`src/rtl/gx_fifo_pkg.sv`:
```
// Shared definitions for the GX FIFO writer: store-size encodings, word width,
// default depth/watermarks and a helper mapping store size to byte count.
// Optional feature macro used by gx_fifo_writer: GX_FIFO_WMARK_EN.
package gx_fifo_pkg;

  typedef enum logic [1:0] {
    GX_SZ_8   = 2'd0,
    GX_SZ_16  = 2'd1,
    GX_SZ_32  = 2'd2,
    GX_SZ_BAD = 2'd3
  } gx_size_e;

  localparam int GX_WORD_W       = 32;
  localparam int GX_DEPTH_DEF    = 32;
  localparam int GX_HI_WMARK_DEF = 24;
  localparam int GX_LO_WMARK_DEF = 8;

  // Bytes carried by a store; 0 marks the illegal encoding so it can be ignored.
  function automatic logic [2:0] gx_size_bytes(input logic [1:0] sz);
    logic [2:0] n;
    case (sz)
      GX_SZ_8:  n = 3'd1;
      GX_SZ_16: n = 3'd2;
      GX_SZ_32: n = 3'd4;
      default:  n = 3'd0;
    endcase
    return n;
  endfunction

endpackage

```
`src/rtl/gx_wg_packer.sv`:
```
// Write-gather byte accumulator: merges big-endian 8/16/32-bit stores into
// 32-bit words. Push strobe and word are combinational from the current store
// and the registered acc/pc; at most one word completes per store.
module gx_wg_packer
  import gx_fifo_pkg::*;
(
  input  logic                 clk,
  input  logic                 reset,
  input  logic                 clear,
  input  logic                 st_valid,
  input  logic [1:0]           st_size,
  input  logic [GX_WORD_W-1:0] st_data,
  output logic                 push,
  output logic [GX_WORD_W-1:0] push_word
);

  logic [1:0]  pc_reg, pc_next;
  logic [31:0] acc_reg, acc_next;
  logic [2:0]  nbytes;
  logic [2:0]  fill;
  logic [5:0]  lsh;
  logic [5:0]  rsh;
  logic [31:0] st_left;
  logic [63:0] merged;
  logic        take;

  // Left-justify the store, slide it to lane pc and split into word/remainder.
  always_comb begin
    nbytes    = gx_size_bytes(st_size);
    lsh       = {3'(3'd4 - nbytes), 3'b000};
    st_left   = st_data << lsh;
    rsh       = {1'b0, pc_reg, 3'b000};
    merged    = {acc_reg, 32'h0} | ({st_left, 32'h0} >> rsh);
    fill      = {1'b0, pc_reg} + nbytes;
    take      = st_valid && (nbytes != 3'd0);
    push      = take && fill[2];
    push_word = merged[63:32];
    pc_next   = pc_reg;
    acc_next  = acc_reg;
    if (take) begin
      // Lanes above the new pc stay zero, so OR-merging remains correct.
      pc_next  = fill[1:0];
      acc_next = fill[2] ? merged[31:0] : merged[63:32];
    end
  end

  // Accumulator state; clear discards any partial word.
  always_ff @(posedge clk) begin
    if (reset || clear) begin
      pc_reg  <= 2'd0;
      acc_reg <= 32'h0;
    end else begin
      pc_reg  <= pc_next;
      acc_reg <= acc_next;
    end
  end

endmodule

```
`src/rtl/gx_fifo_writer.sv`:
```
// Producer end of the GX FIFO link: packs CPU write-gather stores into words,
// buffers them in a circular FIFO and serves them first-word-fall-through.
// Optional watermark outputs are built when GX_FIFO_WMARK_EN is defined.
module gx_fifo_writer
  import gx_fifo_pkg::*;
#(
  parameter int DEPTH    = GX_DEPTH_DEF,
  parameter int HI_WMARK = GX_HI_WMARK_DEF,
  parameter int LO_WMARK = GX_LO_WMARK_DEF
) (
  input  logic                     clk,
  input  logic                     reset,
  input  logic                     flush,
  input  logic                     wr_en,
  input  logic [1:0]               wr_size,
  input  logic [GX_WORD_W-1:0]     wr_data,
  output logic                     wr_ready,
  input  logic                     GXFIFORead,
  output logic                     GXFIFOValid,
  output logic [GX_WORD_W-1:0]     GXFIFOData,
  output logic [$clog2(DEPTH):0]   fifo_count,
  output logic                     overflow
`ifdef GX_FIFO_WMARK_EN
  ,
  output logic                     hi_wmark,
  output logic                     lo_wmark
`endif
);

  localparam int PW = $clog2(DEPTH);
  localparam int CW = PW + 1;

  logic [GX_WORD_W-1:0] mem [DEPTH];
  logic [PW-1:0]        wr_ptr_reg, rd_ptr_reg;
  logic [CW-1:0]        count_reg, count_next;
  logic                 overflow_reg;
  logic                 st_valid;
  logic                 pk_push;
  logic [GX_WORD_W-1:0] pk_word;
  logic                 pop;

  // Handshake decode: flush suppresses any concurrent store or pop.
  always_comb begin
    wr_ready    = (count_reg < CW'(DEPTH));
    GXFIFOValid = (count_reg != '0);
    GXFIFOData  = GXFIFOValid ? mem[rd_ptr_reg] : '0;
    st_valid    = wr_en && wr_ready && !flush;
    pop         = GXFIFORead && GXFIFOValid && !flush;
    count_next  = count_reg;
    if (flush) begin
      count_next = '0;
    end else begin
      count_next = count_reg + CW'(pk_push) - CW'(pop);
    end
  end

  gx_wg_packer u_packer (
    .clk       (clk),
    .reset     (reset),
    .clear     (flush),
    .st_valid  (st_valid),
    .st_size   (wr_size),
    .st_data   (wr_data),
    .push      (pk_push),
    .push_word (pk_word)
  );

  // Word storage; contents need no reset because the count gates visibility.
  always_ff @(posedge clk) begin
    if (pk_push) begin
      mem[wr_ptr_reg] <= pk_word;
    end
  end

  // Pointers, occupancy and sticky overflow.
  always_ff @(posedge clk) begin
    if (reset || flush) begin
      wr_ptr_reg   <= '0;
      rd_ptr_reg   <= '0;
      count_reg    <= '0;
      overflow_reg <= 1'b0;
    end else begin
      if (pk_push) wr_ptr_reg <= wr_ptr_reg + PW'(1);
      if (pop)     rd_ptr_reg <= rd_ptr_reg + PW'(1);
      count_reg <= count_next;
      if (wr_en && !wr_ready) overflow_reg <= 1'b1;
    end
  end

  assign fifo_count = count_reg;
  assign overflow   = overflow_reg;

`ifdef GX_FIFO_WMARK_EN
  logic hi_reg, lo_reg;

  // Watermarks track the count that is about to be registered.
  always_ff @(posedge clk) begin
    if (reset) begin
      hi_reg <= 1'b0;
      lo_reg <= 1'b1;
    end else begin
      hi_reg <= (count_next >= CW'(HI_WMARK));
      lo_reg <= (count_next <= CW'(LO_WMARK));
    end
  end

  assign hi_wmark = hi_reg;
  assign lo_wmark = lo_reg;
`endif

endmodule

```
`config.mk`:
```
export PLATFORM = sky130hd
export DESIGN_NAME = gx_fifo_writer
export DESIGN_NICKNAME = d
export VERILOG_FILES = /design/src/rtl/gx_fifo_pkg.sv /design/src/rtl/gx_wg_packer.sv /design/src/rtl/gx_fifo_writer.sv
export SDC_FILE = /design/constraint.sdc
export NUM_CORES = 1
export LEC_CHECK = 0
export ABC_AREA = 1
export CAP_MARGIN = 20
export CORE_MARGIN = 5
export CORE_UTILIZATION = 40
export DETAILED_ROUTE_END_ITERATION = 16
export GPL_TIMING_DRIVEN = 0
export PLACE_DENSITY_LB_ADDON = 0.1
export SYNTH_ARGS = -nofsm -noshare
export SYNTH_HDL_FRONTEND = slang
export SYNTH_HIERARCHICAL = 1
export SYNTH_SLANG_ARGS = --single-unit
```
`constraint.sdc`:
```
create_clock -name clk -period 9.1 [get_ports clk]
set_input_delay 2.275 -clock clk [delete_from_list [all_inputs] [get_ports clk]]
set_output_delay 2.275 -clock clk [all_outputs]
set_load 0.05 [all_outputs]
```
-- Word level (Yosys, flattened, before mapping)
Memories as Yosys holds them, arrays and structs flattened. A register that Yosys moved wholly into a read port is not among the register bits.
Index checks and enable logic that the tools add are counted.
W data, S select, Z words.
- flip-flop bits (word level): 51
- memory bits (writable): 1024
- bits of input ports: 39
- word-level logic and storage cells: 40
- memories kept: 1
- memory list (name ; words ; bits a word ; read ports ; clocked after Yosys merged registers in ; write ports ; line ; source):
    mem ; 32 ; 32 ; 1 ; 1 ; 1 ; gx_fifo_writer.sv:33 ; logic [GX_WORD_W-1:0] mem [DEPTH];
- add/sub/neg operators: 6
- order comparisons: 1
- equality and inequality tests: 2
- shift-type cells: 2
- multiplexer cells: 7
- bitwise gates (word level): 1
- reduce and logical (&&, ||, !) cells: 14
- operator list (kind ; count):
    $mux W32 ; 2
    $or A64 B64 Y64 ; 1
    $shr A64 B5 Y64 ; 1
    $shl A32 B6 Y32 ; 1
    $add A5 B1 Y5 const B ; 2
    $mux W5 ; 2
    $pmux W3 S3 ; 1
    $logic_and A1 B1 Y1 ; 7
    $add A6 B1 Y6 ; 1
    $lt A6 B6 Y1 const B ; 1
    $reduce_bool A6 Y1 ; 1
    $sub A6 B1 Y6 ; 1
    $add A2 B3 Y3 ; 1
    $reduce_bool A3 Y1 ; 1
    $sub A3 B3 Y3 const A ; 1
    $eq A2 B1 Y1 const B ; 1
    $eq A2 B2 Y1 const B ; 1
    $logic_not A1 Y1 ; 2
    $logic_not A2 Y1 ; 1
    $mux W1 ; 2
    $reduce_or A2 Y1 ; 1
    $logic_or A1 B1 Y1 ; 1

-- Logic depth before layout (Yosys ltp)
- depth after elaboration: 7
- mapped depth: 21

-- Hierarchy
Netlist, hierarchy kept.
- by module, submodules not included (module ; times used ; cells each ; area an instance (um^2) ; sequential area each (um^2)):
    gx_fifo_writer ; 1 ; 3670 ; 42704.7 ; 31189.9
    gx_wg_packer ; 1 ; 479 ; 3203.1 ; 680.7

-- Worst setup path before layout
Ideal clock, no wire load.
- path kind: input -> register
- start: in wr_size[0]
- end: mem mem[31][0] (enable)
- setup time: 0.423 ns
- data arrival time: 5.332 ns
- data required time: 8.677 ns
- slack: 3.346 ns
- stages: 13
- buffers on the path: 3
- path through: buf_6 buf_6 nor3_1 fa_1 inv_1 nand2_2 nand2_4 nor2_2 buf_2 nand2_1 inv_1 nand2_1 nor2_1
- longest elaborated chain between the ends: 7
- RTL lines (what ; line ; source):
    start, declared ; gx_fifo_writer.sv:15 ; input logic [1:0] wr_size,
    $eq A2 B2 Y1, or another cell as far along ; gx_fifo_pkg.sv:21 ; case (sz)
    $pmux W3 S3 (*) ; gx_fifo_pkg.sv:21 ;
    parallel branches: the longest is 2 deep, another holds $add A2 B3 Y3 ; n/a ;
    $logic_and A1 B1 Y1 (*) ; gx_wg_packer.sv:36 ; push = take && fill[2];
    via pk_push ; gx_fifo_writer.sv:38 ; logic pk_push;
    $mux W1 (*) ; gx_fifo_writer.sv:70 ; if (pk_push) begin
    $mux W1 (implied by the code) (*) ; gx_fifo_writer.sv:71 ; mem[wr_ptr_reg] <= pk_word;
    end, declared ; gx_fifo_writer.sv:33 ;
Mark *: on every way through the listed nets, which the timed path passes.

==> impl_metrics.tcl <==
set metrics [dict create \
    p_leak_nw 19.92 \
    finClkSkew_ns 0.02639 \
    ant_nets 0 \
    synthFlopType "edfxtp_1" \
    wl_per_cell_um 26.62 \
    final_nets 4458 \
    vias_per_cell 5.466 \
    cts_num_sinks 1080 \
    initial_core_util_pct 40.20 \
    port_buffers 77 \
    r2r-start "u_packer/pc_reg[0]" \
    grt_first_pass_wirelength_um 227200 \
    fmax_mhz 145.7 \
    maxSlewViolCount 0 \
    hpwlAfterDp_um 109700 \
    finalHoldViolCount 0 \
    cts_resized 0 \
    largest_reg_flops 1024 \
    synthCells 4149 \
    num_rows 124 \
    ctsHoldBuffers 0 \
    setup_viol 0 \
    syn_avg_cell_area_um2 11.06 \
    synth_seq_cells 1080 \
    postCtsSetupRepairBufs 0 \
    antenna_cells 0 \
    grt_max_degree 34 \
    initialDrtViolationCount 3505 \
    place_congestion 0.9304 \
    fp.dieH_um 348.8 \
    syn2layout_area_growth_pct 18.03 \
    fill_cells 10587 \
    synth_warnings 6 \
    grt_usage_pct 25.87 \
    layout-drive-gt1-share_pct 12.33 \
    required_ns 6.83 \
    min_path_type "reg2reg" \
    grt_overflow_total 0 \
    status "completed" \
    synth_cell_types 42 \
    fp.coreArea_mm2 0.1142 \
    die_w_um 348.8 \
    maxSlewHeadroom_pct 33.76 \
    cp_max_fo 10 \
    powerDensity_mw_per_mm2 226.7 \
    ioPinCount 80 \
    post_dp_cell_area_mm2 0.05024 \
    dr.pass1.iters 6 \
    finalWorstSetupSlack_ns 2.236 \
    min_period_ns 6.864 \
    final_util_pct 47.45 \
    clk_pin_slew_ns 0.05 \
    crit_type "reg2out" \
    wl_um 160100 \
    syn_area_mm2 0.04591 \
    worstHoldStart "overflow" \
    synthArstFlopShare_pct 0 \
    cts_tree "done" \
    drc 0 \
    clk_latency_ns 0.71 \
    worstMarginPinSlew_ns 0.9901 \
    design_area_mm2 0.05419 \
    cts_buffers 115 \
    dieArea_mm2 0.1216 \
    crit_path_end_kind "output port" \
    seq_area_frac_synth_pct 69.42 \
    max-clock-path-buffers 3 \
    antenna_found_initial 5 \
    peakVddDrop_v 0.0001758 \
    post-place-ws_ns 3.124 \
    fin_setup_tns_ns 0 \
    cap_violations 0 \
    fin_hold_ws_ns 0.4699 \
    arrival_ns 4.59 \
    cts_root_buffer "clkbuf_16" \
    synth_edf_count 1024 \
    syn_nets 4202 \
    min_period_over_period_pct 75.43 \
    start_kind "flop" \
    htreeDepth 3 \
    rsz0062_at_grt "false" \
    grt_pass1_vias 31050 \
    vias 32875 \
]
## through the flow
| step | std cells | power, mW |
|---|---|---|
| 3_5_place_dp | 5799 | 7.458 |
| 2_1_floorplan | 4149 | 6.587 |
| 5_1_grt | 6015 | 12.63 |
| 6_report | 6015 | 12.28 |
| 4_1_cts | 6014 | 12.30 |
| 3_3_place_gp | 5738 | 7.416 |
## area by class of cell
class                      count  area (um^2)  share of cell area [%]
inverter                      74        300.3                  0.5542
timing repair buffer         139         2126                   3.923
sequential                  1080        31870                   58.82
tap                         1512         1892                   3.491
buffer                       263         1648                   3.041
clock inverter                73        777.0                   1.434
multi-input combinational   2732        12420                   22.92
clock buffer                 142         3156                   5.823
## cell families (layout without fill, tap and decap cells)
logic type / count (synthesis) / after routing / synth area share, %
flip-flops: 1080 / 1080 / 69.42
XOR/XNOR: 1 / 1 / 0.01908
AND/OR/NAND/NOR: 2481 / 2481 / 23.16
AO/OA/AOI/OAI: 236 / 236 / 2.736
adder cells (fa/ha/maj): 14 / 14 / 0.4143
buffers and inverters: 337 / 691 / 4.244
## metal layers
layer	wire [um]	GRT usage, %
met2	74110	41.89
met5	0	0
met4	6590	9.321
met1	67290	35.39
met3	12130	4.410
## power breakdown
| part | total, mW | leakage (nW) | switching [mW] | internal [mW] |
|---|---|---|---|---|
| sequential | 5.53 | 9.79 | 0.00930 | 5.52 |
| combinational | 1.86 | 8.18 | 1.41 | 0.449 |
| clock | 4.89 | 1.95 | 2.01 | 2.88 |
| total | 12.3 | 19.9 | 3.43 | 8.85 |
## critical path, cell delays in order (launching register included)
cell             delay, ns
dfxtp_1               0.47
inv_1                 0.13
buf_2                 0.54
clkbuf_1              0.76
nand3_1               0.21
nand2_1               0.19
nand2_1               0.08
nand3_1               0.08
nand2_1               0.10
nor2_1                0.41
clkdlybuf4s50_1       0.90
## Yosys cell counts, types with 10 or more instances
cell type,count,area (um^2)
o21ai_1,44,220.2
dfxtp_1,56,1121
clkbuf_1,36,135.1
o21ai_0,101,505.5
inv_1,65,244.0
buf_6,43,484.2
a31oi_1,17,106.4
edfxtp_1,1024,30750
buf_4,42,315.3
buf_2,108,540.5
nand3_2,31,310.3
nand2_1,1363,5116
buf_1,30,112.6
nand3_1,773,3869
nor2_1,278,1044
a21oi_1,58,290.3
nand4_1,10,62.56
ha_1,12,150.1
## final timing paths
path	endpoint	slack [ns]	depth (start not counted)
setup / recovery	GXFIFOData[31]	2.24	10
hold / removal	overflow	0.47	2
setup reg to reg	mem[31][14]	4.61	14
hold reg to reg	overflow	0.47	2
## cells in the final DEF, fill, tap and decap left out, types with 16 or more instances in the layout
| cell | n |
|---|---|
| a21oi_1 | 58 |
| a31oi_1 | 17 |
| buf_1 | 30 |
| buf_12 | 45 |
| buf_16 | 17 |
| buf_2 | 108 |
| buf_4 | 42 |
| buf_6 | 44 |
| clkbuf_1 | 51 |
| clkbuf_16 | 120 |
| clkdlybuf4s50_1 | 77 |
| clkinv_1 | 22 |
| clkinv_2 | 28 |
| dfxtp_1 | 56 |
| edfxtp_1 | 1024 |
| inv_1 | 65 |
| nand2_1 | 1352 |
| nand2_2 | 16 |
| nand3_1 | 766 |
| nand3_2 | 38 |
| nor2_1 | 246 |
| nor2_4 | 34 |
| o21ai_0 | 101 |
| o21ai_1 | 44 |
Power figures use the tool's default switching activity.
